===== src/rtl/core_pkg.sv =====
// Shared definitions for the CorePipelined front end: datapath width,
// default reset vector, the canonical NOP and the fetch buffer entry layout.
package core_pkg;

  localparam int XLEN = 32;
  localparam logic [XLEN-1:0] RESET_PC = 32'h0000_0000;
  localparam logic [31:0] NOP = 32'h0000_0013;

  typedef struct packed {
    logic [XLEN-1:0] pc;
    logic [31:0]     instr;
  } fetch_entry_t;

endpackage


===== src/rtl/fetch_fifo.sv =====
// Small registered FIFO holding fetched {pc, instr} pairs.
// Flush has priority over enqueue/dequeue; head shows the oldest entry.
module fetch_fifo #(
  parameter int DEPTH = 2,
  parameter int WIDTH = 64,
  localparam int CW = $clog2(DEPTH + 1),
  localparam int PW = (DEPTH > 1) ? $clog2(DEPTH) : 1
) (
  input  logic             clk,
  input  logic             rst,
  input  logic             flush,
  input  logic             enq,
  input  logic [WIDTH-1:0] enq_data,
  input  logic             deq,
  output logic [CW-1:0]    count,
  output logic [WIDTH-1:0] head
);

  logic [WIDTH-1:0] mem_q [DEPTH];
  logic [WIDTH-1:0] mem_d [DEPTH];
  logic [PW-1:0]    wr_ptr_q, wr_ptr_d;
  logic [PW-1:0]    rd_ptr_q, rd_ptr_d;
  logic [CW-1:0]    count_q, count_d;

  function automatic logic [PW-1:0] ptr_inc(input logic [PW-1:0] p);
    return (p == PW'(DEPTH - 1)) ? '0 : p + PW'(1);
  endfunction

  // Next-state for storage, pointers and occupancy.
  always_comb begin
    mem_d    = mem_q;
    wr_ptr_d = wr_ptr_q;
    rd_ptr_d = rd_ptr_q;
    count_d  = count_q;
    if (flush) begin
      wr_ptr_d = '0;
      rd_ptr_d = '0;
      count_d  = '0;
    end else begin
      if (enq) begin
        mem_d[wr_ptr_q] = enq_data;
        wr_ptr_d        = ptr_inc(wr_ptr_q);
      end
      if (deq) begin
        rd_ptr_d = ptr_inc(rd_ptr_q);
      end
      count_d = count_q + CW'(enq) - CW'(deq);
    end
  end

  // State registers; storage contents need no reset since count gates them.
  always_ff @(posedge clk) begin
    mem_q <= mem_d;
    if (rst) begin
      wr_ptr_q <= '0;
      rd_ptr_q <= '0;
      count_q  <= '0;
    end else begin
      wr_ptr_q <= wr_ptr_d;
      rd_ptr_q <= rd_ptr_d;
      count_q  <= count_d;
    end
  end

  assign count = count_q;
  assign head  = mem_q[rd_ptr_q];

endmodule


===== src/rtl/fetch_stage.sv =====
// Instruction fetch front end: owns the PC, issues reads to a 1-cycle
// instruction memory, buffers responses and hands them to decode.
// Optional perf counters are enabled by defining FETCH_PERF_CNT_EN.
module fetch_stage #(
  parameter int             XLEN       = core_pkg::XLEN,
  parameter logic [XLEN-1:0] RESET_PC  = core_pkg::RESET_PC,
  parameter int             FIFO_DEPTH = 2
) (
  input  logic            clk,
  input  logic            rst,
  output logic            imem_rd_en_o,
  output logic [XLEN-1:0] imem_addr_o,
  input  logic [31:0]     imem_rdata_i,
  input  logic            redirect_i,
  input  logic [XLEN-1:0] redirect_pc_i,
  output logic            valid_o,
  input  logic            ready_i,
  output logic [31:0]     instr_o,
  output logic [XLEN-1:0] pc_o,
  output logic [31:0]     perf_fetched_o,
  output logic [31:0]     perf_flush_o
);

  import core_pkg::NOP;

  localparam int CW = $clog2(FIFO_DEPTH + 1);

  logic [XLEN-1:0]    pc_q, pc_d;
  logic [XLEN-1:0]    req_pc_q, req_pc_d;
  logic               inflight_q, inflight_d;
  logic               kill_q, kill_d;
  logic [CW-1:0]      count;
  logic [XLEN+31:0]   head;
  logic [CW:0]        occupancy;
  logic               deq, issue, enq;

  // Handshake, issue gating and PC/kill next-state; redirect dominates.
  always_comb begin
    valid_o    = !rst && (count != '0) && !redirect_i;
    deq        = valid_o && ready_i;
    // Slots already committed after this cycle's dequeue; issuing only
    // below depth guarantees the returning word always has a slot.
    occupancy  = {1'b0, count} + (CW + 1)'(inflight_q) - (CW + 1)'(deq);
    issue      = !rst && !redirect_i && (occupancy < (CW + 1)'(FIFO_DEPTH));
    enq        = inflight_q && !kill_q;
    pc_d       = pc_q;
    req_pc_d   = req_pc_q;
    inflight_d = issue;
    kill_d     = 1'b0;
    if (redirect_i) begin
      pc_d   = {redirect_pc_i[XLEN-1:2], 2'b00};
      kill_d = inflight_q;
    end else if (issue) begin
      pc_d     = pc_q + XLEN'(4);
      req_pc_d = pc_q;
    end
  end

  // PC, request tracking and kill registers.
  always_ff @(posedge clk) begin
    if (rst) begin
      pc_q       <= RESET_PC;
      req_pc_q   <= '0;
      inflight_q <= 1'b0;
      kill_q     <= 1'b0;
    end else begin
      pc_q       <= pc_d;
      req_pc_q   <= req_pc_d;
      inflight_q <= inflight_d;
      kill_q     <= kill_d;
    end
  end

  fetch_fifo #(
    .DEPTH (FIFO_DEPTH),
    .WIDTH (XLEN + 32)
  ) u_fifo (
    .clk      (clk),
    .rst      (rst),
    .flush    (redirect_i),
    .enq      (enq),
    .enq_data ({req_pc_q, imem_rdata_i}),
    .deq      (deq),
    .count    (count),
    .head     (head)
  );

  assign imem_rd_en_o = issue;
  assign imem_addr_o  = pc_q;
  assign pc_o         = head[XLEN+31:32];
  assign instr_o      = (count != '0) ? head[31:0] : NOP;

`ifdef FETCH_PERF_CNT_EN
  logic [31:0] perf_fetched_q, perf_fetched_d;
  logic [31:0] perf_flush_q, perf_flush_d;

  // Delivered-instruction and redirect counters, free-running with wrap.
  always_comb begin
    perf_fetched_d = perf_fetched_q + {31'b0, deq};
    perf_flush_d   = perf_flush_q + {31'b0, redirect_i};
  end

  // Counter registers.
  always_ff @(posedge clk) begin
    if (rst) begin
      perf_fetched_q <= '0;
      perf_flush_q   <= '0;
    end else begin
      perf_fetched_q <= perf_fetched_d;
      perf_flush_q   <= perf_flush_d;
    end
  end

  assign perf_fetched_o = perf_fetched_q;
  assign perf_flush_o   = perf_flush_q;
`else
  assign perf_fetched_o = '0;
  assign perf_flush_o   = '0;
`endif

endmodule


===== config.mk =====
export PLATFORM = sky130hd
export DESIGN_NAME = fetch_stage
export DESIGN_NICKNAME = d
export VERILOG_FILES = /design/src/rtl/core_pkg.sv /design/src/rtl/fetch_fifo.sv /design/src/rtl/fetch_stage.sv
export SDC_FILE = /design/constraint.sdc
export NUM_CORES = 1
export LEC_CHECK = 0
export CAP_MARGIN = 25
export CORE_MARGIN = 3
export CORE_UTILIZATION = 30
export CTS_BUF_LIST = sky130_fd_sc_hd__clkbuf_2
export CTS_CLUSTER_DIAMETER = 120
export DETAILED_ROUTE_END_ITERATION = 10
export PLACE_DENSITY = 0.6
export SETUP_SLACK_MARGIN = 0.2
export SYNTH_ARGS = -nofsm -noshare
export SYNTH_HDL_FRONTEND = slang
export SYNTH_SLANG_ARGS = --single-unit

===== constraint.sdc =====
create_clock -name clk -period 15.79 [get_ports clk]
set_input_delay 3.158 -clock clk [delete_from_list [all_inputs] [get_ports clk]]
set_output_delay 3.158 -clock clk [all_outputs]
set_load 0.02 [all_outputs]

# After elaboration in Yosys (flattened, before gate mapping)
# Cells that the tools add are included.
[word_totals]
ff_bits = 198
latch_bits = 0
mem_bits_rw = 0
romBits = 0
word_cells = 51
n_memories = 0
[classes]
addsub = 7
n_mul = 0
n_div = 0
n_lt_le_gt_ge = 4
eq_ne = 0
shifts = 0
mux = 11
n_bitwise = 3
reduce_logical = 16
[op_table]
columns = ["operator", "count"]
rows = [
  ["$mux 64", 4],
  ["$bwmux 128", 1],
  ["$mux 32", 3],
  ["$demux 64 s1", 1],
  ["$add 32x3->32 const B", 1],
  ["$logic_and 1x1->1", 7],
  ["$ge 2x2->1 const B", 2],
  ["$not 1->2", 2],
  ["$reduce_and 2->1", 2],
  ["$reduce_bool 2->1", 2],
  ["$reduce_or 2->1", 2],
  ["$add 2x1->3", 1],
  ["$logic_not 1->1", 3],
  ["$lt 3x2->1 const B", 1],
  ["$sub 3x1->3", 1],
  ["$add 1x1->1 const B", 2],
  ["$add 2x1->2", 1],
  ["$lt 2x1->1 const B", 1],
  ["$mux 1", 2],
  ["$sub 2x1->2", 1],
  ["$not 1->1", 1],
]

# Longest topological paths before layout
# Gate-level depths: netlist (run 1).
[logic_depth]
ltp_word = 9
ltp_mapped = 14
ltp_nobuf = 13

# By module
# A second synthesis (run 1) with hierarchy kept.
[unflattened]
cells_unflattened = 698
hier_area_um2 = 8709.6
[modules_own_cells]
columns = ["mod", "instances", "cells_per_inst", "area_each_um2", "seq_area_each_um2"]
rows = [
  ["fetch_fifo", 1, 216, 5033.6, 3923.8],
  ["fetch_stage", 1, 482, 3676.0, 1241.2],
]

# Least setup slack after synthesis (run 1)
# No wires, ideal clock.
[synth_timing]
path_kind = "in2out"
startpoint = "in rst"
endpoint = "out imem_rd_en_o"
t_arrival_ps = 5562
required_time_ps = 12632
slack_ps = 7070
stages = 11
cell_sequence = "clkbuf_1 -> nor3_1 -> and2_1 -> ha_1 -> inv_1 -> nand2_1 -> fa_1 -> xnor2_1 -> nand3_1 -> clkinv_1 -> clkbuf_1"
[synth_via]
elab_chain_len = 7
elab_cells_between_ends = 8
[synth_lines]
columns = ["item", "line_no", "text"]
rows = [
  ["start: declaration", "fetch_stage.sv:10", "input logic rst,"],
  ["$logic_not 1->1", "fetch_stage.sv:39", "valid_o = !rst && (count != '0) && !redirect_i;"],
  ["$logic_and 1x1->1 (2 in series)", "fetch_stage.sv:39", ""],
  ["net valid_o", "fetch_stage.sv:16", "output logic valid_o,"],
  ["$logic_and 1x1->1", "fetch_stage.sv:40", "deq = valid_o && ready_i;"],
  ["net deq", "fetch_stage.sv:35", "logic deq, issue, enq;"],
  ["$sub 3x1->3", "fetch_stage.sv:43", "occupancy = {1'b0, count} + (CW + 1)'(inflight_q) - (CW + 1)'(deq);"],
  ["$lt 3x2->1", "fetch_stage.sv:44", "issue = !rst && !redirect_i && (occupancy < (CW + 1)'(FIFO_DEPTH));"],
  ["$logic_and 1x1->1", "fetch_stage.sv:44", ""],
  ["end: declaration", "fetch_stage.sv:11", "output logic imem_rd_en_o,"],
]
# The timed path passes the listed nets, and every way through them passes these cells.

# Final worst setup path (run 1)
[layout_timing]
startpoint = "in rst"
endpoint = "out imem_rd_en_o"
[layout_via]
elab_chain_len = 7
elab_cells_between_ends = 8
[layout_lines]
columns = ["item", "line_no"]
rows = [
  ["$logic_not 1->1", "fetch_stage.sv:39"],
  ["$logic_and 1x1->1 (2 in series)", "fetch_stage.sv:39"],
  ["$logic_and 1x1->1", "fetch_stage.sv:40"],
  ["net deq", "fetch_stage.sv:35"],
  ["$sub 3x1->3", "fetch_stage.sv:43"],
  ["$lt 3x2->1", "fetch_stage.sv:44"],
  ["$logic_and 1x1->1", "fetch_stage.sv:44"],
]
# The timed path passes the listed nets, and every way through them passes these cells.

==> parameters.txt, run 1 <==
Parameter                              Value

CTS
  CTS Sinks ... 190
  Buffers from clock root to sink, at most ... 2
  Number of hold buffers added after CTS ... 0
  Max H-tree Level ... 4
  Clock insertion delay at the later pin of the skew report ... 0.74 ns
  TritonCTS clock tree ... done
  Clock buffers created by TritonCTS ... 17
  Clock slew at the register clock pins of the worst setup and hold paths ... around 0.27 ns
  Gates resized, CTS repair ... 0
  Post-CTS Setup Repair Bufs ... 0
  Clock tree root driver cell ... sky130_fd_sc_hd__clkbuf_2

Synthesis
  Proportion of register bits with asynchronous set or reset after synthesis ... 0%
  Flip-flop cell with the highest count after synthesis ... sky130_fd_sc_hd__edfxtp_1
  Gate Count Post-Synth ... between 700 and 800
  Number of warning messages in the yosys log ... 0
  Combined area of all synthesized cells ... roughly 8200 sq um
  Number of flops mapped to enable cells by yosys ... 124
  Number of distinct library cells after synthesis ... 47
  Sequential fraction of the synthesis area ... roughly three fifths
  Yosys reg bits ... 190
  Avg Synthesized Cell Area ... 11.6 sq um

Placed design
  Half-perimeter wire length after detailed placement ... 13.3 mm
  Final estimated routing congestion in global placement ... 0.752
  IO buf count ... 159

Global routing
  Initial antenna violation count ... 1
  Largest net degree at the start of global routing ... 76
  GRT Residual Overflow ... 0
  Wire length of the first global-routing pass ... ~30 mm
  Via count of the first global-routing pass ... 5,191
  Total GRT Usage ... 13.2%

Timing
  Worst Clk Skew ... approximately 0.047 ns
  Period utilization ... 61.8%
  Worst-margin pin slew ... 0.792 ns
  Total Negative Setup Slacks ... 0 ns
  Fmax ... 0.102 GHz
  Hold violation total from the final report ... 0
  Period minus WS final ... 9.76 ns
  Normalized max-slew margin ... 47.2%
  Total count of max-transition violations in the final report ... 0
  Final setup violating endpoints ... 0
  RSZ-0062 raised after global routing ... no

Min path
  Min-Delay Path Depth ... 0
  Worst hold path type ... flop to flop

Floorplanning
  Die Height ... 172 um
  Core Region ... around 27,000 sq um
  Site row count ... 60
  Die footprint ... approximately 30,000 sq um
  Die width ... about 170 um
  Number of top-level pins ... 230
  Initial standard-cell utilization of the core ... about 31%

Cells and area
  Total Nets Final ... 934
  Share of layout cells above drive strength 1 ... 9.84%
  Layout-stage area growth over the synthesis result ... 24.7%
  Most common cell after layout, fill and taps aside ... sky130_fd_sc_hd__clkdlybuf4s50_1
  Fill cell total of the finished layout ... 2,668
  Commonest cells after routing, fill and taps aside ... sky130_fd_sc_hd__clkdlybuf4s50_1, sky130_fd_sc_hd__edfxtp_1, sky130_fd_sc_hd__nand2_1

Pwr
  Post-route total power ... ~970 uW
  Leakage power total ... 3.45 nW
  Cell area power density ... 94.0 nW/um^2
  Switching portion of total power ... between 20% and 30%
  Proportion of power drawn by the clock network ... 30.9%
  Worst ir drop on vdd ... 45.5 uV
  Sequential fraction of design power ... 57.8%
  Power Internal ... 713 uW
  Power spent charging and discharging nets ... 253 uW
  Gate power share ... 11.3%

Detailed routing
  Via density per instance ... 4.59
  Count of routing violations after the opening detailed-route iteration ... 399
  DRC violations left ... 0
  Remaining antenna violation count ... 0
  Via total after detailed routing ... 5,577
  Average detailed-routed wire length per instance ... 16.3 um
  DRT Wirelength ... 19.8 mm
  1st-pass router iterations ... 5

Critical path
  Number of cell instances on the worst register-to-register path ... 16
  Required time of the critical path ... 12.63 ns
  CP startpoint kind ... primary input
  Endpoint class of the critical path ... primary output
  Crit path max fanout ... 75
  Critical Path AT ... 6.60 ns
  Type of the worst setup path ... primary input to primary output

Flow run
  Number of max-cap violations ... 0

Outcome
  Result of the run ... complete, no violations
## worst max-delay path, cell delays in order
cell	delay, ns
sky130_fd_sc_hd__buf_2	0.08
sky130_fd_sc_hd__buf_4	0.58
sky130_fd_sc_hd__nor3_1	0.15
sky130_fd_sc_hd__and2_1	0.20
sky130_fd_sc_hd__ha_1	0.26
sky130_fd_sc_hd__inv_1	0.07
sky130_fd_sc_hd__nand2_1	0.06
sky130_fd_sc_hd__fa_1	0.38
sky130_fd_sc_hd__xnor2_1	0.14
sky130_fd_sc_hd__nand3_2	0.08
sky130_fd_sc_hd__buf_4	0.61
sky130_fd_sc_hd__clkinv_1	0.20
sky130_fd_sc_hd__clkdlybuf4s50_1	0.59
## flip-flops by register name, indices dropped and copies added, names as in the netlist
register and flops:
u_fifo.mem_q 124, imem_addr_o 30, req_pc_q 30, u_fifo.count 2, inflight_q 1, kill_q 1, u_fifo.rd_ptr_q 1, u_fifo.wr_ptr_q 1
## power by group through the flow
stage	registers, mW	logic [mW]	clock network (mW)
global route	0.561	0.119	0.335
detailed placement	0.569	0.110	0
global placement	0.568	0.108	0
finish	0.558	0.109	0.299
CTS	0.558	0.110	0.313
floorplan	0.569	0.0688	0
## final timing paths
kind	startpoint	to	slack (ns)
worst max-delay path	rst	imem_rd_en_o	6.03
worst min-delay path	req_pc_q[23]$_SDFFE_PP0P_	u_fifo.mem_q[119]$_DFFE_PP_	0.46
worst max register to register	u_fifo.count[1]$_SDFF_PP0_	imem_addr_o[10]$_SDFFE_PP0P_	11.48
worst min register to register	req_pc_q[23]$_SDFFE_PP0P_	u_fifo.mem_q[119]$_DFFE_PP_	0.46
## synth_stat cells, drive strengths merged, types with 4 or more instances
cell / n / area [sq um]
edfxtp: 124 / 3720
nand2: 95 / 357
buf: 80 / 561
dfxtp: 66 / 1320
a21oi: 52 / 264
nor2: 44 / 165
mux2: 34 / 383
mux2i: 33 / 330
clkbuf: 27 / 101
nor3: 15 / 75.1
nand3: 13 / 65.1
xnor2: 12 / 105
nor4: 11 / 68.8
o21ai: 10 / 50.0
inv: 9 / 33.8
nor2b: 9 / 56.3
a22oi: 8 / 60.1
nand4: 8 / 50.1
o22ai: 8 / 50.1
a31oi: 6 / 37.5
or3: 5 / 31.3
and2: 4 / 25.0
and4: 4 / 35.0
ha: 4 / 50.1
nand2b: 4 / 25.0
## layer usage
layer  track usage (%)  part of all wire [%]  vias up
met5                 0                     0        -
met3              3.56                   6.7       10
met2              20.1                    45      183
li1                  -                     -     2708
met4              3.47                  0.72        0
met1              18.7                    47     2676
## stage by stage
step	hold WS, ns	instance area (sq um)	instances	utilization (%)	setup slack [ns]
after detailed placement	0.441	9960	1183	36.9	5.98
after CTS	0.458	10300	1215	38.1	5.96
after global placement	0.431	9930	1181	36.8	5.98
after global routing	0.459	10300	1216	38.1	5.76
after floorplan	0.425	8490	779	-	7.07
final	0.460	10300	1216	38.1	6.03
## final cells by class
type,count,area [sq um],area share (%)
Antenna cell,1,2.50,0.0243
Clock buffer,18,90.1,0.877
Clock inverter,14,228,2.22
Inverter,10,37.5,0.365
Multi-Input combinational cell,472,2760,26.9
Sequential cell,190,5050,49.1
Tap cell,341,427,4.15
Timing Repair Buffer,170,1680,16.4
## cells by family after synthesis
family / count (synthesis) / synth area share [%]
multiplexers: 67 / 8.65
other: 1 / 0.0455
AND/OR/NAND/NOR: 224 / 12.7
adder cells (fa/ha/maj): 5 / 0.850
XOR/XNOR: 13 / 1.38
AO/OA/AOI/OAI: 95 / 6.71
buffers and inverters: 117 / 8.49
flip-flops: 190 / 61.2
Note: power is estimated with default switching activity, not from simulation.
==> run 2, diff against run 1 <==
clock period = 9.25 ns   (was 15.79 ns; I/O delays follow)
==> parameters.txt, run 2 (same netlist as run 1, synthesis figures left out) <==
Parameter                              Value

Timing
  Period utilization ... 72.2%
  RSZ-0062 raised after global routing ... no
  Total count of max-transition violations in the final report ... 0 (unchanged)
  Fmax ... 0.150 GHz
  Normalized max-slew margin ... 47.1% (-0.073 points)
  Minimum hold slack ... 0.481 ns (+0.0205 ns)
  Min setup slack post-route ... 2.57 ns (-3.46 ns)
  Total Negative Setup Slacks ... 0 ns (unchanged)
  Worst Clk Skew ... 0.0500 ns (+0.00263 ns)
  Hold violation total from the final report ... 0 (unchanged)
  Worst-margin pin slew ... 0.793 ns (+0.00110 ns)
  Period minus WS final ... 6.68 ns
  Final setup violating endpoints ... 0 (unchanged)

Critical path
  Type of the worst setup path ... primary input to primary output
  Crit path max fanout ... 44 (-41%)
  Number of cell instances on the worst register-to-register path ... 14 (-2)
  Critical Path AT ... 4.83 ns (-1.77 ns)
  CP startpoint kind ... primary input
  Start of the worst register-to-register path ... u_fifo.count[1]$_SDFF_PP0_
  Endpoint class of the critical path ... primary output
  Worst flop-to-flop path endpoint ... imem_addr_o[12]$_SDFFE_PP0P_
  Reg-to-reg setup timing slack ... 5.51 ns (-5.97 ns)
  Required time of the critical path ... 7.40 ns (-5.23 ns)

Cells and area
  Share of layout cells above drive strength 1 ... 9.74% (-0.10 points)
  Total Nets Final ... 933 (-0.11%)
  Register with the most flip-flops ... u_fifo.mem_q
  Post-route non-filler standard cell count ... 1,215 (-0.082%)
  Final cell area excluding filler cells ... 10,200 sq um (-0.49%)
  Most common cell after layout, fill and taps aside ... sky130_fd_sc_hd__clkdlybuf4s50_1
  Final core area utilization ... 37.9% (-0.19 points)
  Flip-flop count of the largest register, all copies and words added ... 124 (unchanged)
  Layout-stage area growth over the synthesis result ... 24.1%
  Fill cell total of the finished layout ... 2,642 (-0.97%)
  Commonest cells after routing, fill and taps aside ... sky130_fd_sc_hd__clkdlybuf4s50_1, sky130_fd_sc_hd__edfxtp_1, sky130_fd_sc_hd__nand2_1

Floorplanning
  Die Height ... 172 um (unchanged)
  Site row count ... 60 (unchanged)
  Number of top-level pins ... 230 (unchanged)
  Initial standard-cell utilization of the core ... 30.6% (unchanged)
  Core Region ... 27,000 sq um (unchanged)
  Die width ... 172 um (unchanged)
  Die footprint ... 29,500 sq um (unchanged)

CTS
  Post-CTS Setup Repair Bufs ... 0 (unchanged)
  Number of hold buffers added after CTS ... 0 (unchanged)
  Clock slew at the register clock pins of the worst setup and hold paths ... 0.28 ns (about the same)
  Max H-tree Level ... 4 (unchanged)
  TritonCTS clock tree ... done
  Clock insertion delay at the later pin of the skew report ... 0.74 ns (about the same)
  Clock tree root driver cell ... sky130_fd_sc_hd__clkbuf_2
  Buffers from clock root to sink, at most ... 2 (unchanged)
  CTS Sinks ... 190 (unchanged)
  Gates resized, CTS repair ... 0 (unchanged)
  Clock buffers created by TritonCTS ... 17 (unchanged)

Placed design
  Final estimated routing congestion in global placement ... 0.756 (+0.49%)
  Worst slack at placement ... 2.53 ns (-3.45 ns)
  IO buf count ... 159 (unchanged)
  Half-perimeter wire length after detailed placement ... 13.4 mm (+0.73%)
  Standard cell area after detailed placement ... 9950 sq um (about the same)
  Instance count after placement with tap cells included ... 1,182 (-0.085%)

Flow run
  Number of max-cap violations ... 0 (unchanged)

Pwr
  Leakage power total ... 3.42 nW (-0.67%)
  Worst ir drop on vdd ... 71.1 uV (+56%)
  Cell area power density ... 156 nW/um^2 (+66%)
  Post-route total power ... 1.59 mW (+65%)

Detailed routing
  1st-pass router iterations ... 4 (-1)
  Via total after detailed routing ... 5,556 (-0.38%)
  DRC violations left ... 0 (unchanged)
  DRT Wirelength ... 19.8 mm (about the same)
  Average detailed-routed wire length per instance ... 16.3 um (+0.15%)
  Via density per instance ... 4.57 (-0.29%)
  Remaining antenna violation count ... 0 (unchanged)
  Count of routing violations after the opening detailed-route iteration ... 425 (+6.5%)

Global routing
  GRT Residual Overflow ... 0 (unchanged)
  Wire length of the first global-routing pass ... 30.1 mm (-0.37%)
  Via count of the first global-routing pass ... 5,248 (+1.1%)
  Initial antenna violation count ... 1 (unchanged)
  Largest net degree at the start of global routing ... 75 (-1.3%)
  Total GRT Usage ... 13.1% (-0.12 points)

Outcome
  Result of the run ... complete, no violations

Min path
  Worst hold path type ... flop to flop
  Min-Delay Startpoint ... inflight_q$_SDFF_PP0_
  Min-Delay Path Depth ... 2 (+2)
  Min-Delay Endpoint ... kill_q$_SDFF_PP0_
[run 2: worst max-delay path by stage]
stage	from	end	slack [ns]
2_1_floorplan	redirect_i	u_fifo.mem_q[100]$_DFFE_PP_	1.86
3_3_place_gp	redirect_i	imem_rd_en_o	2.57
3_5_place_dp	redirect_i	imem_rd_en_o	2.53
4_1_cts	redirect_i	imem_rd_en_o	2.51
5_1_grt	redirect_i	imem_rd_en_o	2.34
6_report	redirect_i	imem_rd_en_o	2.57
[run 2: layout make-up]
type	instances	area (sq um)	share of cell area, %
Sequential cell	190	5050	49.4
Multi-Input combinational cell	472	2760	27.0
Timing Repair Buffer	169	1680	16.4
Tap cell	341	427	4.17
Clock inverter	14	181	1.77
Clock buffer	18	90.1	0.881
Inverter	10	37.5	0.367
Antenna cell	1	2.50	0.0245
[run 2: worst max-delay path, stage by stage]
cell	delay [ns]
sky130_fd_sc_hd__buf_2	0.09
sky130_fd_sc_hd__buf_4	0.23
sky130_fd_sc_hd__nor3_1	0.30
sky130_fd_sc_hd__and2_1	0.17
sky130_fd_sc_hd__ha_1	0.22
sky130_fd_sc_hd__inv_1	0.07
sky130_fd_sc_hd__nand2_1	0.06
sky130_fd_sc_hd__fa_1	0.38
sky130_fd_sc_hd__xnor2_1	0.18
sky130_fd_sc_hd__nand3_2	0.10
sky130_fd_sc_hd__clkinv_1	0.05
sky130_fd_sc_hd__buf_4	0.39
sky130_fd_sc_hd__clkdlybuf4s50_1	0.71
[run 2: per-layer routing]
| layer | up-vias | track usage [%] | wire [um] |
|---|---|---|---|
| met5 | - | 0 | 0 |
| met4 | 0 | 3.37 | 157 |
| met3 | 10 | 3.13 | 1290 |
| met2 | 172 | 19.9 | 8930 |
| met1 | 2662 | 18.8 | 9450 |
| li1 | 2712 | - | - |
[run 2: power by group]
group          internal [mW]  total, mW  switching [mW]  leakage [nW]
Combinational         0.0780      0.186           0.108          1.52
Clock                  0.160      0.456           0.297         0.168
Sequential             0.926      0.952          0.0268          1.74
